--- src/rtl/pe_add_arbiter.sv ---
// pe_add_arbiter: round-robin sharing of one WIDTH-bit adder among NREQ requesters, single-entry result stage.
// Latency: a request accepted at edge N is presented on rsp_* in cycle N+1; one result per cycle sustained.
// Backpressure: a held result with rsp_ready=0 blocks every grant; clk_en=0 freezes state and masks rsp_valid.
// Build option: define PE_ADD_ARB_FLAGS_EN to include {V,N,Z,C} flag logic; otherwise rsp_flags reads 0.
module pe_add_arbiter #(
    parameter int NREQ  = 4,
    parameter int WIDTH = 16,
    parameter int IDW   = $clog2(NREQ)
) (
    input  logic                   CLK,
    input  logic                   ASYNCRESET,
    input  logic                   clk_en,
    input  logic [NREQ-1:0]        req_valid,
    output logic [NREQ-1:0]        req_ready,
    input  logic [NREQ*WIDTH-1:0]  req_a,
    input  logic [NREQ*WIDTH-1:0]  req_b,
    output logic                   rsp_valid,
    input  logic                   rsp_ready,
    output logic [WIDTH-1:0]       rsp_data,
    output logic [IDW-1:0]         rsp_id,
    output logic [3:0]             rsp_flags,
    output logic [15:0]            ops_count
);

    typedef enum logic {EMPTY, FULL} state_t;

    state_t           state;
    logic [IDW-1:0]   ptr;
    logic [IDW-1:0]   gnt_idx;
    logic             gnt_found;
    logic             slot_free;
    logic             accept;
    logic [WIDTH-1:0] op_a;
    logic [WIDTH-1:0] op_b;
    logic [WIDTH:0]   sum_full;

    // The slot can take a new result when empty or when the held one drains this same cycle.
    assign slot_free = clk_en && ((state == EMPTY) || rsp_ready);

    // Rotating priority search starting at ptr; first valid requester wins.
    always_comb begin
        int idx;
        idx       = 0;
        gnt_found = 1'b0;
        gnt_idx   = '0;
        for (int k = 0; k < NREQ; k++) begin
            idx = int'(ptr) + k;
            if (idx >= NREQ) begin
                idx = idx - NREQ;
            end
            if (!gnt_found && req_valid[IDW'(idx)]) begin
                gnt_found = 1'b1;
                gnt_idx   = IDW'(idx);
            end
        end
    end

    // Reset must also silence the grant, since ready is purely combinational.
    assign accept    = slot_free && gnt_found && !ASYNCRESET;
    assign req_ready = accept ? (NREQ'(1) << gnt_idx) : '0;

    // Route the winner's operands to the shared adder.
    always_comb begin
        op_a = '0;
        op_b = '0;
        for (int i = 0; i < NREQ; i++) begin
            if (gnt_idx == IDW'(i)) begin
                op_a = req_a[i*WIDTH +: WIDTH];
                op_b = req_b[i*WIDTH +: WIDTH];
            end
        end
    end

    // Zero-extended add keeps the carry out in the top bit.
    assign sum_full = {1'b0, op_a} + {1'b0, op_b};

    // Output-stage FSM, result register, rotation pointer and accept counter.
    always_ff @(posedge CLK or posedge ASYNCRESET) begin
        if (ASYNCRESET) begin
            state     <= EMPTY;
            ptr       <= '0;
            rsp_data  <= '0;
            rsp_id    <= '0;
            ops_count <= '0;
        end else if (clk_en) begin
            if (accept) begin
                state     <= FULL;
                rsp_data  <= sum_full[WIDTH-1:0];
                rsp_id    <= gnt_idx;
                ptr       <= (gnt_idx == IDW'(NREQ-1)) ? '0 : gnt_idx + 1'b1;
                ops_count <= ops_count + 16'd1;
            end else if ((state == FULL) && rsp_ready) begin
                state <= EMPTY;
            end
        end
    end

    // With clk_en low the result is hidden so downstream cannot drain it.
    assign rsp_valid = (state == FULL) && clk_en;

`ifdef PE_ADD_ARB_FLAGS_EN
    logic       a_msb;
    logic       b_msb;
    logic       s_msb;
    logic [3:0] flags_d;

    assign a_msb   = op_a[WIDTH-1];
    assign b_msb   = op_b[WIDTH-1];
    assign s_msb   = sum_full[WIDTH-1];
    assign flags_d = {(a_msb & b_msb & ~s_msb) | (~a_msb & ~b_msb & s_msb),
                      s_msb,
                      (sum_full[WIDTH-1:0] == '0),
                      sum_full[WIDTH]};

    // Flags are captured alongside the data so they stay aligned with it.
    always_ff @(posedge CLK or posedge ASYNCRESET) begin
        if (ASYNCRESET) begin
            rsp_flags <= 4'b0000;
        end else if (clk_en && accept) begin
            rsp_flags <= flags_d;
        end
    end
`else
    assign rsp_flags = 4'b0000;
`endif

endmodule

--- config.mk ---
export PLATFORM = sky130hd
export DESIGN_NAME = pe_add_arbiter
export DESIGN_NICKNAME = d
export VERILOG_FILES = /design/src/rtl/pe_add_arbiter.sv
export SDC_FILE = /design/constraint.sdc
export NUM_CORES = 1
export LEC_CHECK = 0
export ABC_AREA = 1
export BUFFER_PORTS_ARGS = -buffer_cell sky130_fd_sc_hd__buf_4
export CAP_MARGIN = 20
export CELL_PAD_IN_SITES_DETAIL_PLACEMENT = 2
export CELL_PAD_IN_SITES_GLOBAL_PLACEMENT = 2
export CORE_UTILIZATION = 23
export DETAILED_ROUTE_END_ITERATION = 10
export GPL_ROUTABILITY_DRIVEN = 0
export PLACE_DENSITY_LB_ADDON = 0.3
export SLEW_MARGIN = 20
export SYNTH_ARGS = -nofsm -noshare
export SYNTH_HDL_FRONTEND = slang
export SYNTH_SLANG_ARGS = --single-unit
--- constraint.sdc ---
create_clock -name CLK -period 4.9 [get_ports CLK]
set_clock_uncertainty 0.05 [all_clocks]
set_input_delay 0.735 -clock CLK [delete_from_list [all_inputs] [get_ports CLK]]
set_output_delay 0.735 -clock CLK [all_outputs]
set_load 0.005 [all_outputs]
### After elaboration in Yosys (flattened, before gate mapping)

Cells that the tools add are included.

| cells by class | value |
|---|---|
| shift operators | 1 |
| add/sub/neg operators | 10 |
| multiplexer cells | 36 |
| equality and inequality tests | 3 |
| $lt $le $gt $ge | 8 |
| bitwise logic cells | 1 |
| reduce and logical (&&, ||, !) cells | 17 |

Operators by type and width:

| cell | number |
|---|---|
| two-way mux 16 bit | 8 |
| two-way mux 2 bit | 9 |
| adder 16 x 1 -> 16 bit, second input constant | 1 |
| adder 16 bit | 1 |
| less-than comparator 2 x 4 -> 1 bit, second input constant | 4 |
| two-way mux 1 bit | 14 |
| >= comparator 3 bit, second input constant | 3 |
| binary-select mux 1 bit (select 2 bit) | 4 |
| logical AND 1 bit | 8 |
| subtractor 2 x 1 -> 2 bit, second input constant | 4 |
| adder 2 x 2 -> 3 bit, second input constant | 2 |
| == test 2 bit, second input constant | 2 |
| zero test 1 bit | 4 |
| two-way mux 4 bit | 1 |
| AND reduction 2 bit | 2 |
| left shift 1 x 2 -> 4 bit, first input constant | 1 |
| adder 2 x 1 -> 3 bit, second input constant | 1 |
| >= comparator 2 x 3 -> 1 bit, second input constant | 1 |
| adder 2 x 1 -> 2 bit, second input constant | 1 |
| == test 2 x 1 -> 1 bit, second input constant | 1 |
| zero test 2 bit | 1 |
| nonzero test 2 bit | 1 |
| logical OR 1 bit | 1 |
| NOT 1 bit | 1 |

| word-level totals | value |
|---|---|
| input port bits | 136 |
| output and inout bits | 43 |
| flip-flop bits (word level) | 37 |
| word-level logic and storage cells | 81 |

### Depth between registers and ports, before layout

Gate-level depths: netlist of the first run.

| depth | value |
|---|---|
| depth after elaboration | 21 |
| mapped depth | 29 |
| gate-level depth less buffers | 27 |

### Worst setup path before layout of the first run

OpenSTA, ideal clock, no wires.

| timing path | value |
|---|---|
| path kind | in2reg |
| start point | input req_valid[1] |
| end point | register rsp_data[8] |
| arrival | 3.812 ns |
| stages on the path | 24 |
| slack | 0.973 ns |
| library setup time | 0.065 ns |
| path through | inv_1 > nand2_1 > nand3_1 > nand2_2 > nor2_4 > nand3_1 > nand2_1 > nand2_1 > ha_1 > clkbuf_1 > inv_1 > clkbuf_1 > clkbuf_1 > nand2_1 > o21ai_0 > a21oi_1 > ha_1 > fa_1 > nand2_1 > o21ai_0 > a21oi_1 > xnor2_1 > nand2_1 > nand2_1 |

| on the way | value |
|---|---|
| longest elaborated chain between the ends | 19 |
| elaborated cells between the ends (all ways) | 42 |

Ends and longest elaborated chain:

| element | line | text |
|---|---|---|
| start, declared | 13 | `input logic [NREQ-1:0] req_valid,` |
| binary-select mux 1 bit (select 2 bit) | 51 | `if (!gnt_found && req_valid[IDW'(idx)]) begin` |
| two-way mux 1 bit (not written as such) (2 in a row) | 51 |  |
| two-way mux 1 bit | 51 |  |
| zero test 1 bit | 51 |  |
| logical AND 1 bit | 51 |  |
| two-way mux 1 bit | 51 |  |
| zero test 1 bit | 51 |  |
| logical AND 1 bit | 51 |  |
| two-way mux 1 bit | 51 |  |
| zero test 1 bit | 51 |  |
| logical AND 1 bit | 51 |  |
| two-way mux 2 bit | 51 |  |
| zero test 2 bit | 67 | `if (gnt_idx == IDW'(i)) begin` |
| two-way mux 16 bit (4 in a row) | 67 |  |
| adder 16 bit | 75 | `assign sum_full = {1'b0, op_a} + {1'b0, op_b};` |
| end signal, assigned | 88 | `rsp_data <= sum_full[WIDTH-1:0];` |
| end, declared | 19 | `output logic [WIDTH-1:0] rsp_data,` |

Parallel ways exist; a longest one is shown, timed or not. The select of a mux whose other input is x is not followed.
A chain may end at the register's enable or synchronous reset.

### Worst setup path in the final report of the first run

| timing path | value |
|---|---|
| start point | register ptr[0] |
| end point | register rsp_data[7] |

| on the way | value |
|---|---|
| longest elaborated chain between the ends | 21 |
| elaborated cells between the ends (all ways) | 57 |

Ends and longest elaborated chain:

| element | line | text |
|---|---|---|
| start, declared | 28 | `logic [IDW-1:0] ptr;` |
| start signal, assigned | 90 | `ptr <= (gnt_idx == IDW'(NREQ-1)) ? '0 : gnt_idx + 1'b1;` |
| parallel branches: the longest is 14 deep, another holds adder 2 x 1 -> 3 bit | -- |  |
| two-way mux 2 bit * | 51 |  |
| named net gnt_idx[1] | 29 | `logic [IDW-1:0] gnt_idx;` |
| zero test 2 bit | 67 |  |
| two-way mux 16 bit (4 in a row) | 67 |  |
| adder 16 bit * | 75 |  |

Mark *: on every way through the listed nets, which the timed path passes. The select of a mux whose other input is x is not followed.

==> run_results.csv, run 1 <==
group,metric,value,unit
timing,fin_crit,4.321,ns
cells_and_area,area_growth_syn_to_layout,41.67,%
worst_setup_path,max_stage_delay,0.62,ns
grt,grt_util_met2,38.57,%
cells_and_area,final.fill_count,2083,
logic_synthesis,ys_warn_count,0,
clock_tree,cts_max_path_buffers,2,
logic_synthesis,yosysTopAreaCellShare,23.74,%
clock_tree,cts_htree_levels,2,
worst_setup_path,crit_required,4.99,ns
cells_and_area,layout-drive-gt1-share,26.36,%
logic_synthesis,synth_area_leaders,"dfrtp_1, nand2_1, ha_1, o21ai_0, inv_1",
timing,slew-limit-headroom,63.81,%
clock_tree,cts_tree,"built",
die,die_area,17480,um^2
detailed_routing,dr.pass1.iters,4,
place,postPlaceCellArea,5373,um^2
clock_tree,cts-hold-fix-buffers,0,
clock_tree,cts_root_buf,"clkbuf_16",
grt,grt_util_all_layers,19.45,%
timing,rsz0062_at_grt,"no",
timing,drv_slew,0,
detailed_routing,wl_per_cell,16.57,um
clock_tree,cts_sinks,37,
logic_synthesis,seq_area_frac_synth,23.74,%
clock_tree,clk_pin_slew,0.06,ns
worst_setup_path,cp_slowest_cell,"dfrtp_1",
grt,met1_usage,21.45,%
grt,grt_use_met3,3.614,%
grt,grt_pass1_vias,5244,
logic_synthesis,yosysTopAreaCell,"dfrtp_1",
worst_setup_path,critical_path.top_delay_family,"simple AND/OR/NAND/NOR gates",
clock_tree,post_cts_buffers,0,
grt,grt_max_degree,57,
job,cap_violations,0,
die,initial_core_util,23.52,%
detailed_routing,drt-initial-drc-count,120,
die,core-area,16580,um^2
timing,worst_pin_slew,0.5429,ns
detailed_routing,routed_wl,16780,um
detailed_routing,num_vias,4755,
cells_and_area,antenna_cells,0,
detailed_routing,viasPerCell,4.694,
worst_setup_path,crit_chain,"inv_2, nand2_1, nand2_1, nand2_1, nand2_1, nor2_4, nand3_1, nand3_1, inv_1, ha_1, inv_1, nor2_2, buf_4, a22oi_1, nand2_1, o21ai_0, a21oi_1, ha_1, a21oi_1, nand2_1, nand2_1, nand2_1, xnor2_1, o21ai_0",
place,dp_hpwl,13960,um
timing,setup_viol,0,
logic_synthesis,syn_avg_cell_area,6.151,um^2
grt,grt_pass1_wl,27090,um
die,rows,47,
clock_tree,cts_resized,0,
grt,overflow,0,
timing,final-hold-violation-count,0,
worst_setup_path,end_kind,"register",
detailed_routing,antenna_left,0,
worst_setup_path,cp.arrival,4.42,ns
die,die_w,132.2,um
grt,top_usage_layer,"met2",
cells_and_area,layout_common_cells,"nand2_1, buf_4, inv_1",
logic_synthesis,ys_ff_latch,37,
logic_synthesis,synth_cells,634,
die,die_h,132.2,um
worst_setup_path,critical_path.max_fanout,31,
detailed_routing,drc_errors,0,
worst_setup_path,critPathBufInv,4,
cells_and_area,fin_area,5525,um^2
cells_and_area,mostFrequentLayoutCell,"nand2_1",
logic_synthesis,ys_types,31,
cells_and_area,nNetsFinal,949,
run_status,outcome,"finished clean",
logic_synthesis,syn_area,3900,um^2
timing,finalCritPeriodShare,88.19,%
worst_setup_path,critPathKind,"reg -> reg",
worst_setup_path,cp_common_cell,"nand2_1",
clock_tree,numCtsBuffers,5,
clock_tree,clk_latency,0.29,ns
timing,fmax,231.4,MHz
die,io_pins,179,
min_path,min_path_type,"reg -> reg",
timing,finalSetupTns,0,ns
grt,antenna_found_initial,0,
worst_setup_path,start_kind,"register",
place,io_buffers,174,
cell usage after synthesis:
library cell	count
nand2_1	220
inv_1	61
nor2_1	49
o21ai_0	48
a21oi_1	43
dfrtp_1	37
nand3_1	31
a22oi_1	24
ha_1	20
clkbuf_1	19
xnor2_1	13
nor3_1	9
xor2_1	9
buf_4	8
nand2_2	7
o21ai_2	7
o21ai_1	5
buf_6	4
nand3b_1	4
nand4_1	4
inv_2	2
and2_1	1
buf_1	1
conb_1	1
fa_1	1
inv_4	1
nand2_4	1
nand3_2	1
nor2_4	1
o211ai_1	1
o21bai_1	1
tightest hold or removal path, delay by kind of cell (launching register included):
| family | cells | cell delay (ns) |
|---|---|---|
| flip-flops | 1 | 0.35 |
| AND/OR/NAND/NOR | 2 | 0.11 |
worst paths after layout:
kind | from | to | slack, ns | depth (start not counted)
hold / removal | rsp_data[14]$_DFFE_PP0P_ | rsp_data[14]$_DFFE_PP0P_ | 0.43 | 2
hold reg to reg | rsp_data[14]$_DFFE_PP0P_ | rsp_data[14]$_DFFE_PP0P_ | 0.43 | 2
setup reg to reg | ptr[0]$_DFFE_PP0P_ | rsp_data[7]$_DFFE_PP0P_ | 0.58 | 24
min in group asynchronous | ASYNCRESET | ops_count[14]$_DFFE_PP0P_ | 0.53 | 3
max in group asynchronous | ASYNCRESET | rsp_data[5]$_DFFE_PP0P_ | 3.92 | 3
setup / recovery | ptr[0]$_DFFE_PP0P_ | rsp_data[7]$_DFFE_PP0P_ | 0.58 | 24
flip-flops by register name, indices dropped and copies added (netlist names):
name,count
state,1
rsp_data,16
ptr,2
ops_count,16
rsp_id,2
per-layer routing:
layer / part of all wire, % / vias up
met3: 4.6 / 13
li1: - / 2348
met4: 0.98 / 0
met5: 0 / -
met2: 54 / 111
met1: 40 / 2283
logic make-up (layout without fill, tap and decap cells):
kind of cell | count (synthesis) | after routing | synth area share [%]
xor gates and xnor gates | 22 | 22 | 4.941
AOI/OAI and AO/OA | 129 | 129 | 18.90
other | 1 | 4 | 0.09615
and+or+nand+nor | 328 | 328 | 34.55
buffers and inverters | 96 | 252 | 10.84
adders and majority gates | 21 | 21 | 6.930
DFF | 37 | 37 | 23.74
stage by stage:
stage,util (%),setup slack [ns],cells,hold slack (ns)
6_report,33.32,0.5786,1013,0.4347
5_1_grt,33.32,0.09180,1013,0.4646
4_1_cts,33.32,0.4512,1013,0.4388
3_5_place_dp,32.40,0.2725,1005,0.4194
3_3_place_gp,32.40,0.5317,1005,0.4232
2_1_floorplan,-,0.9732,637,0.4205
area by class of cell:
type                    count  area, um^2  area share [%]
clock buffers               6       138.9           2.514
clock inverters             2       13.76          0.2491
inverters                  64       242.7           4.393
multi-input cells         504        2565           46.42
flip-flops and latches     37       925.9           16.76
well taps                 220       275.3           4.982
repair buffers            180        1364           24.68
Power of run 1 is left out: the tool's default activity adds up to more than one toggle a clock period on the data nets, which glitch-free logic cannot reach.
==> run 2, diff against run 1 <==
- CORE_UTILIZATION: 23 -> 24
- CTS_BUF_LIST: default -> sky130_fd_sc_hd__clkbuf_8
==> run 2 against run 1 <==
Die area fell by 4.1%; core utilization up 1.5 points; via count increased by 1.0%; critical endpoint is now rsp_data[13]$_DFFE_PP0P_.
==> run_results.csv, run 2 (synthesis gave the netlist of run 1 again) <==
group,metric,value,unit
place,dp_hpwl,14040,um
clock_tree,cts_root_buf,"clkbuf_8",
min_path,worstHoldPathCells,2,
timing,final-hold-violation-count,0,
cells_and_area,finish.utilization,34.85,%
timing,finalSetupTns,0,ns
worst_setup_path,cp.arrival,4.48,ns
clock_tree,cts_tree,"built",
clock_tree,cts_htree_levels,2,
clock_tree,post_cts_buffers,0,
cells_and_area,layout-drive-gt1-share,26.73,%
clock_tree,cts_sinks,37,
die,io_pins,179,
detailed_routing,viasPerCell,4.742,
worst_setup_path,cp_common_cell,"nand2_1",
grt,antenna_found_initial,0,
timing,finalCritPeriodShare,88.94,%
min_path,min_path_type,"reg -> reg",
die,initial_core_util,24.55,%
cells_and_area,reg.largest.list,"ops_count (16), rsp_data (16)",
detailed_routing,wl_per_cell,16.33,um
grt,overflow,0,
worst_setup_path,crit_required,5.02,ns
timing,worst_pin_slew,0.5243,ns
cells_and_area,layout_common_cells,"nand2_1, buf_4, inv_1",
cells_and_area,antenna_cells,0,
clock_tree,cts-hold-fix-buffers,0,
job,cap_violations,0,
timing,fmax,229.5,MHz
worst_setup_path,critical_path.max_fanout,22,
timing,slew-limit-headroom,65.05,%
timing,fin_crit,4.358,ns
die,core-area,15890,um^2
worst_setup_path,cp_slowest_cell,"dfrtp_1",
detailed_routing,antenna_left,0,
worst_setup_path,regToRegSetupSlack,0.54,ns
worst_setup_path,reg2regPathDepth,25,
clock_tree,clk_pin_slew,0.08,ns
clock_tree,numCtsBuffers,5,
grt,grt_max_degree,56,
die,die_w,129.5,um
worst_setup_path,max_stage_delay,0.55,ns
clock_tree,cts_max_path_buffers,2,
worst_setup_path,reg2reg_to,"rsp_data[13]$_DFFE_PP0P_",
clock_tree,cts_resized,0,
cells_and_area,area_growth_syn_to_layout,41.93,%
worst_setup_path,critPathKind,"reg -> reg",
timing,setup_viol,0,
detailed_routing,drt-initial-drc-count,114,
detailed_routing,num_vias,4804,
place,io_buffers,174,
timing,rsz0062_at_grt,"no",
timing,setup_ws,0.5418,ns
run_status,outcome,"finished clean",
grt,grt_pass1_wl,26810,um
worst_setup_path,r2r_start,"ptr[0]$_DFFE_PP0P_",
grt,grt_util_all_layers,20.45,%
cells_and_area,final_cells,1013,
die,die_area,16760,um^2
cells_and_area,mostFrequentLayoutCell,"nand2_1",
die,rows,46,
detailed_routing,dr.pass1.iters,4,
cells_and_area,nNetsFinal,953,
place,dp_slack,0.3407,ns
grt,grt_pass1_vias,5458,
min_path,whs_endpoint,"rsp_data[11]$_DFFE_PP0P_",
place,dp.cells,1005,
timing,drv_slew,0,
detailed_routing,routed_wl,16540,um
clock_tree,clk_latency,0.29,ns
worst_setup_path,end_kind,"register",
min_path,hp-start,"rsp_data[11]$_DFFE_PP0P_",
detailed_routing,drc_errors,0,
die,die_h,129.5,um
worst_setup_path,start_kind,"register",
[run 2: cell type report]
cell class | instances | area (um^2)
Clock buffer | 5 | 68.82
Timing Repair Buffer | 184 | 1394
Clock inverter | 3 | 68.82
Sequential cell | 37 | 925.9
Fill cell | 2001 | 10350
Tap cell | 216 | 270.3
Inverter | 64 | 242.7
Multi-Input combinational cell | 504 | 2565
[run 2: how the worst max path moves through the flow]
stage / start / endpoint / slack (ns) / cells after the start
after global routing: ptr[0]$_DFFE_PP0P_ / rsp_data[15]$_DFFE_PP0P_ / 0.04 / 29
after CTS: ptr[0]$_DFFE_PP0P_ / rsp_data[13]$_DFFE_PP0P_ / 0.48 / 24
final: ptr[0]$_DFFE_PP0P_ / rsp_data[13]$_DFFE_PP0P_ / 0.54 / 25
after detailed placement: req_valid[1] / rsp_data[13]$_DFFE_PP0P_ / 0.34 / 25
after floorplan: req_valid[1] / rsp_data[8]$_DFFE_PP0P_ / 0.97 / 24
after global placement: req_valid[1] / rsp_data[7]$_DFFE_PP0P_ / 0.45 / 22
[run 2: routing by layer]
metal | vias up | part of all wire [%] | routed length [um] | track usage (%)
met5 | - | 0 | 0 | 0
met4 | 0 | 0.83 | 138 | 3.557
met3 | 11 | 4.1 | 682 | 3.386
met2 | 100 | 55 | 9138 | 41.78
met1 | 2333 | 40 | 6580 | 21.86
li1 | 2360 | - | - | -
[run 2: metrics by stage]
step	hold slack [ns]	instance area, um^2
finish	0.4472	5535
CTS	0.4560	5535
floorplan	0.4205	3911
detailed placement	0.4334	5398
global route	0.4828	5535
global placement	0.4172	5398
[run 2: worst max-delay path: cells and delay by family (launching register included)]
family | cells | cell delay [ns]
AND/OR/NAND/NOR | 12 | 1.21
buffers and inverters | 5 | 0.90
adder cells (fa/ha/maj) | 2 | 0.58
AO/OA/AOI/OAI | 6 | 0.93
flip-flops | 1 | 0.55
Power of run 2 is left out for the same reason.
==> run 3, diff against run 2 <==
- MAX_ROUTING_LAYER: default -> met4
==> run 3 against run 2 <==
Critical path depth up 2; register-to-register slack about the same; worst setup slack worse by 0.00086 ns; die area unchanged; fmax about the same; sequential share of layout area unchanged; global-route usage up 0.66 points; critical endpoint unchanged.
==> run_results.csv, run 3 (synthesis gave the netlist of run 1 again) <==
group,metric,value,unit
timing,setup_viol,0,
grt,overflow,0,
detailed_routing,viasPerCell,4.751,
cells_and_area,area_growth_syn_to_layout,41.93,%
die,die_w,129.5,um
cells_and_area,reg.largest.list,"ops_count (16), rsp_data (16)",
clock_tree,cts_sinks,37,
cells_and_area,mostFrequentLayoutCell,"nand2_1",
timing,finalCritPeriodShare,88.96,%
die,die_area,16760,um^2
timing,finalSetupTns,0,ns
timing,final-hold-violation-count,0,
place,dp_hpwl,14040,um
cells_and_area,layout_common_cells,"nand2_1, buf_4, inv_1",
grt,grt_max_degree,56,
timing,rsz0062_at_grt,"no",
die,core-area,15890,um^2
detailed_routing,wl_per_cell,16.35,um
timing,fin_crit,4.359,ns
detailed_routing,num_vias,4813,
cells_and_area,nNetsFinal,953,
grt,grt_util_all_layers,21.11,%
die,io_pins,179,
clock_tree,cts_max_path_buffers,2,
cells_and_area,layout-drive-gt1-share,26.73,%
job,cap_violations,0,
detailed_routing,antenna_left,0,
worst_setup_path,cp.arrival,4.53,ns
worst_setup_path,cp_common_cell,"nand2_1",
worst_setup_path,cp_slowest_cell,"dfrtp_1",
clock_tree,cts_root_buf,"clkbuf_8",
timing,worst_pin_slew,0.5144,ns
worst_setup_path,critical_path.max_fanout,22,
place,io_buffers,174,
detailed_routing,dr.pass1.iters,4,
grt,antenna_found_initial,0,
grt,grt_pass1_wl,26820,um
detailed_routing,drc_errors,0,
die,initial_core_util,24.55,%
clock_tree,cts_htree_levels,2,
min_path,min_path_type,"reg -> reg",
detailed_routing,routed_wl,16560,um
detailed_routing,drt-initial-drc-count,124,
clock_tree,cts_tree,"built",
timing,fmax,229.4,MHz
die,rows,46,
clock_tree,clk_pin_slew,0.08,ns
clock_tree,post_cts_buffers,0,
worst_setup_path,start_kind,"register",
worst_setup_path,crit_required,5.07,ns
clock_tree,cts-hold-fix-buffers,0,
clock_tree,clk_latency,0.29,ns
cells_and_area,antenna_cells,0,
worst_setup_path,critPathKind,"reg -> reg",
run_status,outcome,"finished clean",
worst_setup_path,end_kind,"register",
die,die_h,129.5,um
clock_tree,numCtsBuffers,5,
timing,slew-limit-headroom,65.71,%
worst_setup_path,max_stage_delay,0.54,ns
clock_tree,cts_resized,0,
grt,grt_pass1_vias,5450,
timing,drv_slew,0,
==> run 3: cell counts in the layout (fill, tap and decap cells not counted) <==
No cell type changed its count.
==> run 3: layout make-up <==
class	instances	area, um^2
Timing Repair Buffer	184	1394
Multi-Input combinational cell	504	2565
Inverter	64	242.7
Sequential cell	37	925.9
Clock buffer	5	68.82
Fill cell	2001	10350
Clock inverter	3	68.82
Tap cell	216	270.3
==> run 3: worst paths after layout <==
| check | cells after the start | end | startpoint | slack (ns) |
|---|---|---|---|---|
| setup / recovery | 27 | rsp_data[13]$_DFFE_PP0P_ | ptr[0]$_DFFE_PP0P_ | 0.54 |
| hold / removal | 2 | rsp_data[11]$_DFFE_PP0P_ | rsp_data[11]$_DFFE_PP0P_ | 0.45 |
| setup reg to reg | 27 | rsp_data[13]$_DFFE_PP0P_ | ptr[0]$_DFFE_PP0P_ | 0.54 |
| hold reg to reg | 2 | rsp_data[11]$_DFFE_PP0P_ | rsp_data[11]$_DFFE_PP0P_ | 0.45 |
| max in group asynchronous | 3 | rsp_data[7]$_DFFE_PP0P_ | ASYNCRESET | 3.93 |
| min in group asynchronous | 3 | ptr[1]$_DFFE_PP0P_ | ASYNCRESET | 0.51 |
==> run 3: critical path: cells and delay by family, from the launching register on <==
| kind | cells | cell delay [ns] |
|---|---|---|
| AO/OA/AOI/OAI | 6 | 0.93 |
| flip-flops | 1 | 0.54 |
| buffers and inverters | 5 | 0.90 |
| AND/OR/NAND/NOR | 14 | 1.24 |
| adder cells (fa/ha/maj) | 2 | 0.57 |
==> run 3: routing by layer <==
metal,vias to the layer above,wire [um],GRT usage [%]
li1,2358,-,-
met1,2338,6718,22.39
met2,104,9065,41.68
met3,13,597,2.766
met4,0,178,3.557
met5,-,0,-
==> run 3: stage by stage <==
step	area, um^2	util (%)	cells	hold WS, ns	setup WS, ns
floorplan	3911	-	637	0.4205	0.9732
global placement	5398	33.98	1005	0.4172	0.4526
detailed placement	5398	33.98	1005	0.4334	0.3407
CTS	5535	34.85	1013	0.4560	0.4794
global route	5535	34.85	1013	0.4828	0.03713
finish	5535	34.85	1013	0.4463	0.5409
Power of run 3 is left out for the same reason.
